### src/rtl/uart_rx_display_ctrl.sv
// Display sequencer for the uart_rx receive FIFO.
// A debounced "next" button or an auto-scroll timer issues one read
// strobe to the FIFO. The popped byte is held for display. Overflow and
// receiver-error conditions are latched as sticky LED flags.
module uart_rx_display_ctrl #(
  parameter int unsigned P_UART_WIDTH      = 8,
  parameter int unsigned P_DEBOUNCE_CYCLES = 50000,
  parameter int unsigned P_DEBOUNCE_BITS   = 16,
  parameter int unsigned P_AUTO_PERIOD     = 5000000,
  parameter int unsigned P_AUTO_BITS       = 23
) (
  input  logic                    CLK,
  input  logic                    reset,
  input  logic                    btn_next,
  input  logic                    auto_mode,
  input  logic                    clear_flags,
  input  logic                    fifo_empty,
  input  logic                    fifo_full,
  input  logic                    rx_error,
  input  logic [P_UART_WIDTH-1:0] fifo_dout,
  output logic                    rd_en,
  output logic [P_UART_WIDTH-1:0] disp_byte,
  output logic                    disp_valid,
  output logic [7:0]              rd_count,
  output logic                    overflow_flag,
  output logic                    error_flag
);

  localparam logic [P_DEBOUNCE_BITS-1:0] DB_LAST   = P_DEBOUNCE_BITS'(P_DEBOUNCE_CYCLES - 1);
  localparam logic [P_AUTO_BITS-1:0]     AUTO_LAST = P_AUTO_BITS'(P_AUTO_PERIOD - 1);

  typedef enum logic [1:0] {S_IDLE, S_READ, S_CAPT} state_t;

  state_t                    state_q, state_d;
  logic                      sync1_q, sync2_q;
  logic                      stable_q, stable_d, stable_prev_q;
  logic [P_DEBOUNCE_BITS-1:0] db_cnt_q, db_cnt_d;
  logic [P_AUTO_BITS-1:0]    auto_cnt_q, auto_cnt_d;
  logic                      auto_req_q, auto_req_d;
  logic [P_UART_WIDTH-1:0]   disp_q, disp_d;
  logic                      valid_q, valid_d;
  logic [7:0]                cnt_q, cnt_d;
  logic                      ovf_q, ovf_d;
  logic                      err_q, err_d;
  logic                      btn_req;
  logic                      auto_req;

  // One-cycle request on the rising edge of the debounced button.
  assign btn_req  = stable_q & ~stable_prev_q;
  // Registered timer pulse; a mode switch-off in that cycle still suppresses it.
  assign auto_req = auto_req_q & auto_mode;

  // Debounce: accept a new level only after it has differed for the full window.
  always_comb begin
    stable_d = stable_q;
    db_cnt_d = '0;
    if (sync2_q != stable_q) begin
      if (db_cnt_q == DB_LAST) begin
        stable_d = sync2_q;
      end else begin
        db_cnt_d = db_cnt_q + P_DEBOUNCE_BITS'(1);
      end
    end
  end

  // Auto-scroll timer runs only while idle with auto mode on.
  always_comb begin
    auto_cnt_d = '0;
    auto_req_d = 1'b0;
    if (auto_mode && state_q == S_IDLE) begin
      if (auto_cnt_q == AUTO_LAST) begin
        auto_req_d = 1'b1;
      end else begin
        auto_cnt_d = auto_cnt_q + P_AUTO_BITS'(1);
      end
    end
  end

  // Read sequencer: strobe the FIFO, then capture its output one cycle later.
  always_comb begin
    state_d = state_q;
    rd_en   = 1'b0;
    disp_d  = disp_q;
    valid_d = valid_q;
    cnt_d   = cnt_q;
    case (state_q)
      S_IDLE: if ((btn_req || auto_req) && !fifo_empty) state_d = S_READ;
      S_READ: begin
        rd_en   = 1'b1;
        state_d = S_CAPT;
      end
      S_CAPT: begin
        disp_d  = fifo_dout;
        valid_d = 1'b1;
        cnt_d   = cnt_q + 8'd1;
        state_d = S_IDLE;
      end
      default: state_d = S_IDLE;
    endcase
  end

  // Sticky flags: a set condition beats a simultaneous clear.
  always_comb begin
    ovf_d = fifo_full | (ovf_q & ~clear_flags);
    err_d = rx_error  | (err_q & ~clear_flags);
  end

  // State and datapath registers.
  always_ff @(posedge CLK) begin
    if (reset) begin
      state_q       <= S_IDLE;
      sync1_q       <= 1'b0;
      sync2_q       <= 1'b0;
      stable_q      <= 1'b0;
      stable_prev_q <= 1'b0;
      db_cnt_q      <= '0;
      auto_cnt_q    <= '0;
      auto_req_q    <= 1'b0;
      disp_q        <= '0;
      valid_q       <= 1'b0;
      cnt_q         <= '0;
      ovf_q         <= 1'b0;
      err_q         <= 1'b0;
    end else begin
      state_q       <= state_d;
      sync1_q       <= btn_next;
      sync2_q       <= sync1_q;
      stable_q      <= stable_d;
      stable_prev_q <= stable_q;
      db_cnt_q      <= db_cnt_d;
      auto_cnt_q    <= auto_cnt_d;
      auto_req_q    <= auto_req_d;
      disp_q        <= disp_d;
      valid_q       <= valid_d;
      cnt_q         <= cnt_d;
      ovf_q         <= ovf_d;
      err_q         <= err_d;
    end
  end

  assign disp_byte     = disp_q;
  assign disp_valid    = valid_q;
  assign rd_count      = cnt_q;
  assign overflow_flag = ovf_q;
  assign error_flag    = err_q;

endmodule
### config.mk
export PLATFORM = sky130hd
export DESIGN_NAME = uart_rx_display_ctrl
export DESIGN_NICKNAME = d
export VERILOG_FILES = /design/src/rtl/uart_rx_display_ctrl.sv
export SDC_FILE = /design/constraint.sdc
export NUM_CORES = 1
export LEC_CHECK = 0
export ABC_AREA = 1
export BUFFER_PORTS_ARGS = -buffer_cell sky130_fd_sc_hd__buf_4
export CORE_MARGIN = 2
export CORE_UTILIZATION = 29
export DETAILED_ROUTE_END_ITERATION = 6
export SKIP_LAST_GASP = 1
export SLEW_MARGIN = 20
export SYNTH_ARGS = -nofsm -noshare
export SYNTH_HDL_FRONTEND = slang
export SYNTH_SLANG_ARGS = --single-unit
### constraint.sdc
create_clock -name CLK -period 1.48 [get_ports CLK]
set_input_delay 0.074 -clock CLK [delete_from_list [all_inputs] [get_ports CLK]]
set_output_delay 0.074 -clock CLK [all_outputs]
set_load 0.01 [all_outputs]
# Yosys cells after proc, flatten, opt, wreduce, memory -nomap -nowiden
# Cells that the tools add are included.
# totals
ff_bits,65
inputBits,16
wordCells,45
# classes
n_addsub,3
eq_ne,6
mux,4
bitwise,10
reduce_logical,9
# op_table
op,n
$add A23 B1 Y23 const B,1
$eq A23 B23 Y1 const B,1
$add A16 B1 Y16 const B,1
$eq A16 B16 Y1 const B,1
$add A8 B1 Y8 const B,1
$reduce_or A3 Y1,2
$and A1 B1 Y1,4
$not A1 Y1,4
$pmux W2 S2,1
$eq A2 B1 Y1 const B,1
$eq A2 B2 Y1 const B,1
$logic_and A1 B1 Y1,2
$logic_not A2 Y1,1
$mux W1,2
$mux W2,1
$ne A2 B1 Y1 const B,1
$or A1 B1 Y1,2
$reduce_and A2 Y1,1
$reduce_or A2 Y1,1
$logic_not A1 Y1,1
$logic_or A1 B1 Y1,1
$ne A1 B1 Y1,1

# Logic depth before layout (Yosys ltp)
# logic_depth
depth_word,6
depth_mapped,9

# Least setup slack after synthesis
# OpenSTA, ideal clock, no wires.
# synth_timing
path_type,flip-flop to flip-flop
startpoint,register cnt_q[0] (netlist: rd_count[0])
endpoint,register cnt_q[6] (netlist: rd_count[6])
setup_time_ns,0.116
arrival_ns,1.173
required_time_ns,1.364
path_slack_ns,0.192
path_stages_with_launch,7
cell_sequence,dfxtp_1 ha_1 inv_1 nor3_1 nand2_1 o21ai_0 nor2_1
# synth_via
elab_chain_cells,1
# synth_lines
item,line,text
start: declaration,42,"logic [7:0] cnt_q, cnt_d;"
start signal: assignment,135,cnt_q <= cnt_d;
$add A8 B1 Y8,95,cnt_d = cnt_q + 8'd1;
# No other way between the ends.
# A chain may end at the register's enable or synchronous reset.

# Worst setup path in the final report
# layout_timing
startpoint,register auto_cnt_q[0]
endpoint,register auto_cnt_q[18]
# layout_via
elab_chain_cells,2
# layout_lines
item,line,text
start: declaration,38,"logic [P_AUTO_BITS-1:0] auto_cnt_q, auto_cnt_d;"
start signal: assignment,131,auto_cnt_q <= auto_cnt_d;
branches (longest 2 deep; another with $add A23 B1 Y23),n/a,
# Parallel ways; which one is timed is not known.

==> results.txt <==
----------------------------------------------------
[STA]
  Fin worst setup slack ... 0.162 ns
  Fin crit period ... 1.32 ns
  RSZ-0062 raised after global routing ... false
  Total Negative Setup Slacks ... 0 ns
  Worst-margin pin slew ... 0.336 ns
  Final hold violations ... 0
  Top achievable clock speed ... approximately 0.76 GHz
  Setup skew after layout ... 0.00882 ns
  Setup violators final ... 0
  Share of the clock period used by the worst path after layout ... 89.1%
  Final hold slack ... 0.0145 ns
  Pins Over Slew Limit ... 0
  Normalized max-slew margin ... between 70 and 80%

[Detailed routing]
  Top metal layer carrying routed signals ... met4
  Drt wl/cell ... slightly above 10 um
  Met1 wire length ... about 3200 um
  Number of detailed-route iterations in the first pass ... 4
  DRC violations left ... 0
  Total detailed-routing wirelength ... 6280 um
  Via-per-instance ratio ... 4.35
  1st-iter DRT viols ... 153
  Routed met3 length ... 268 um
  Detailed-routed wire length on met2 ... around 2800 um
  Detail Route Antenna Nets ... 0
  Via Count ... 2712

[Synthesis]
  Top cells by area, synth ... sky130_fd_sc_hd__dfxtp_1, sky130_fd_sc_hd__nor2_1, sky130_fd_sc_hd__nand2_1
  Mean instance size in the synthesized netlist ... 7.11 sq um
  Register bit count reported by yosys ... between 60 and 70
  Synthesized instance count ... 430
  Portion of netlist area occupied by mux cells ... 0%
  Fraction of the yosys area taken by sequential cells ... between 40% and 50%
  Leading register cell type out of synthesis ... sky130_fd_sc_hd__dfxtp_1
  Fraction of the mapped netlist area in adder cells ... 1.23%
  Yosys warning total ... 0
  Cell with the most instances after synthesis ... sky130_fd_sc_hd__nor2_1
  Post-Synth XOR/XNOR Area ... 4.87%
  Async set-or-reset flop fraction in the synthesized netlist ... 0%
  Simple-gate share of the synthesized area ... 37.2%
  Post-synth top area share ... between 40% and 50%
  Number of enable-type register cells in the synthesized netlist ... 0
  Most frequent cells after synthesis ... sky130_fd_sc_hd__nor2_1, sky130_fd_sc_hd__nand2_1, sky130_fd_sc_hd__dfxtp_1
  Library cell occupying the most area in the post-synthesis netlist ... sky130_fd_sc_hd__dfxtp_1
  Library cells used by synthesis ... 31
  Main combinational cell family by area after synthesis ... simple AND/OR/NAND/NOR gates
  Share of the synthesized area in compound gates (AO/OA/AOI/OAI) ... under 10%
  Cell area after synthesis ... between 3000 and 4000 sq um
  Syn_nets ... 449

[Critical path]
  Worst reg2reg path endpoint ... auto_cnt_q[18]
  Setup crit end ... auto_cnt_q[18]
  Critical setup path kind ... register to register
  Startpoint of the most critical register-to-register path ... auto_cnt_q[0]
  Crit end category ... register
  Launching element of the worst setup path ... auto_cnt_q[0]
  Startpoint types ... register
  Data arrival time of the critical path ... 1.55 ns
  Critical path fanouts, max ... 4
  Cell depth of the worst flop-to-flop path ... 8
  Reg2Reg Setup Slack ... 0.16 ns
  Req. time, crit path ... 1.71 ns

[Clocking]
  Source-to-sink clock delay at the later pin of the worst-skew pair ... 0.34 ns
  Largest buffer count on any clock path ... 2
  H-tree levels ... 3
  Post-CTS Setup Bufs ... 0
  TritonCTS clock tree ... yes
  Worst-path clk slew ... 0.08 ns
  Clock sink count ... 65
  Clk Tree Root Cell ... sky130_fd_sc_hd__clkbuf_8
  TritonCTS Buffers ... 9

[Floorplanning]
  Area of the core ... roughly 10000 sq um
  Top-Level Pins ... 36
  Number of placement rows ... 37
  Overall die width ... roughly 110 um
  Die span in y ... 107 um
  Starting density of the core ... 29.8%
  Area of the die ... 11400 sq um

[Final layout]
  Utilization after layout ... 36.9%
  Fin area ... 3790 sq um
  Fraction of final layout cells sized beyond drive strength 1 ... around 18%
  Antenna diode count ... 0
  Net total in the final layout ... about 500
  Register area ... 1300 sq um
  Combined area of the multi-input logic cells ... 1550 sq um
  Area overhead of the layout relative to synthesis ... 23.9%
  Filler instances ... 1068

[Placement]
  Count of input and output buffers ... 35
  Worst Setup Slack post-DPL ... 0.0874 ns
  Area after DPL ... 3490 sq um
  Detailed Place HPWL ... 4460 um
  Global placer's final weighted congestion ... 0.814

[Pwr]
  Largest voltage drop on the vdd net ... 354 uV
  Static Leakage ... 1.43 nW
  Power density over the cells ... 845 nW/um^2

[GRT]
  Number of antenna violations at the first check in global routing ... 0
  Maximum number of pins on one net before global-route repair ... 24
  Global-route wire length before repair ... 11100 um
  Number of global-route vias before repair ... 2511
  GRT Resource Usage Total ... 11.9%
  Grt ovf ... 0

[Run status]
  Run status ... completed

[Job]
  Max-cap violations ... 0

[Hold path]
  Worst min-delay path class ... primary input to register

----------------------------------------------------
worst max-delay path, stage by stage, from the launching register on:
cell	delay, ns
sky130_fd_sc_hd__dfxtp_2	0.36
sky130_fd_sc_hd__ha_4	0.14
sky130_fd_sc_hd__nand2_1	0.08
sky130_fd_sc_hd__nor2_4	0.21
sky130_fd_sc_hd__nand3_1	0.17
sky130_fd_sc_hd__nor2_1	0.11
sky130_fd_sc_hd__nand2_1	0.05
sky130_fd_sc_hd__nand2_1	0.06
sky130_fd_sc_hd__nor2_1	0.03
placed cells by master (no fill, tap or decap), types with 2 or more instances in the layout:
cell / count
sky130_fd_sc_hd__a21oi_1: 18
sky130_fd_sc_hd__buf_4: 39
sky130_fd_sc_hd__clkbuf_8: 9
sky130_fd_sc_hd__clkinv_2: 3
sky130_fd_sc_hd__clkinv_4: 2
sky130_fd_sc_hd__clkinvlp_4: 2
sky130_fd_sc_hd__dfxtp_1: 63
sky130_fd_sc_hd__dfxtp_2: 2
sky130_fd_sc_hd__dlygate4sd3_1: 10
sky130_fd_sc_hd__ha_1: 2
sky130_fd_sc_hd__inv_1: 44
sky130_fd_sc_hd__inv_2: 4
sky130_fd_sc_hd__nand2_1: 83
sky130_fd_sc_hd__nand2_2: 8
sky130_fd_sc_hd__nand2_4: 3
sky130_fd_sc_hd__nand3_1: 27
sky130_fd_sc_hd__nand4_1: 8
sky130_fd_sc_hd__nor2_1: 94
sky130_fd_sc_hd__nor2_2: 6
sky130_fd_sc_hd__nor2_4: 6
sky130_fd_sc_hd__nor3_1: 5
sky130_fd_sc_hd__nor3_2: 2
sky130_fd_sc_hd__o21ai_0: 18
sky130_fd_sc_hd__o21bai_1: 2
sky130_fd_sc_hd__or2_0: 2
sky130_fd_sc_hd__xnor2_1: 3
sky130_fd_sc_hd__xor2_1: 14
power breakdown:
group	internal, mW	switching, mW
combinational	0.0665	0.0548
sequential	1.76	0.00639
clock	0.603	0.714
total	2.43	0.775
kinds of logic (layout without fill, tap and decap cells):
| family | Yosys count | after routing |
|---|---|---|
| AND/OR/NAND/NOR | 249 | 249 |
| flip-flops | 65 | 65 |
| buffers and inverters | 57 | 115 |
| AO/OA/AOI/OAI | 39 | 39 |
| XOR/XNOR | 17 | 17 |
| adder cells (fa/ha/maj) | 3 | 3 |
through the flow:
step | std cells | total power [mW]
global placement | 598 | 1.90
detailed placement | 598 | 1.90
CTS | 624 | 3.24
floorplan | 430 | 1.85
global route | 624 | 3.35
finish | 624 | 3.20
metal layers:
layer,vias up,global-route usage [%]
met4,0,3.34
met5,-,0
li1,1453,-
met3,8,3.77
met2,37,18.3
met1,1214,16.0
how the worst min path moves through the flow:
stage,from,end,cells past startpoint
after CTS,reset,sync2_q,2
after detailed placement,fifo_empty,state_q[0],2
after global routing,reset,sync2_q,2
final,reset,sync2_q,2
after global placement,fifo_empty,state_q[0],2
after floorplan,reset,state_q[0],1
registers in the layout, summed over array words and instances, names as in the netlist:
register       flops
auto_cnt_q        23
auto_req_q         1
db_cnt_q          16
disp_byte          8
disp_valid         1
error_flag         1
overflow_flag      1
rd_count           8
stable_prev_q      1
stable_q           1
state_q            2
sync1_q            1
sync2_q            1
cell type report:
type | count | area share, %
Timing Repair Buffer | 50 | 10.9
Tap cell | 136 | 4.49
Clock inverter | 7 | 1.26
Multi-Input combinational cell | 308 | 40.8
Clock buffer | 9 | 3.27
Sequential cell | 65 | 34.4
Inverter | 49 | 4.86
timing repair:
item,CTS,global route
hold buffers,10,0
setup endpoints to repair,0,20
hold endpoints to repair,10,0
resized for setup,0,6
Power figures use the tool's default switching activity.
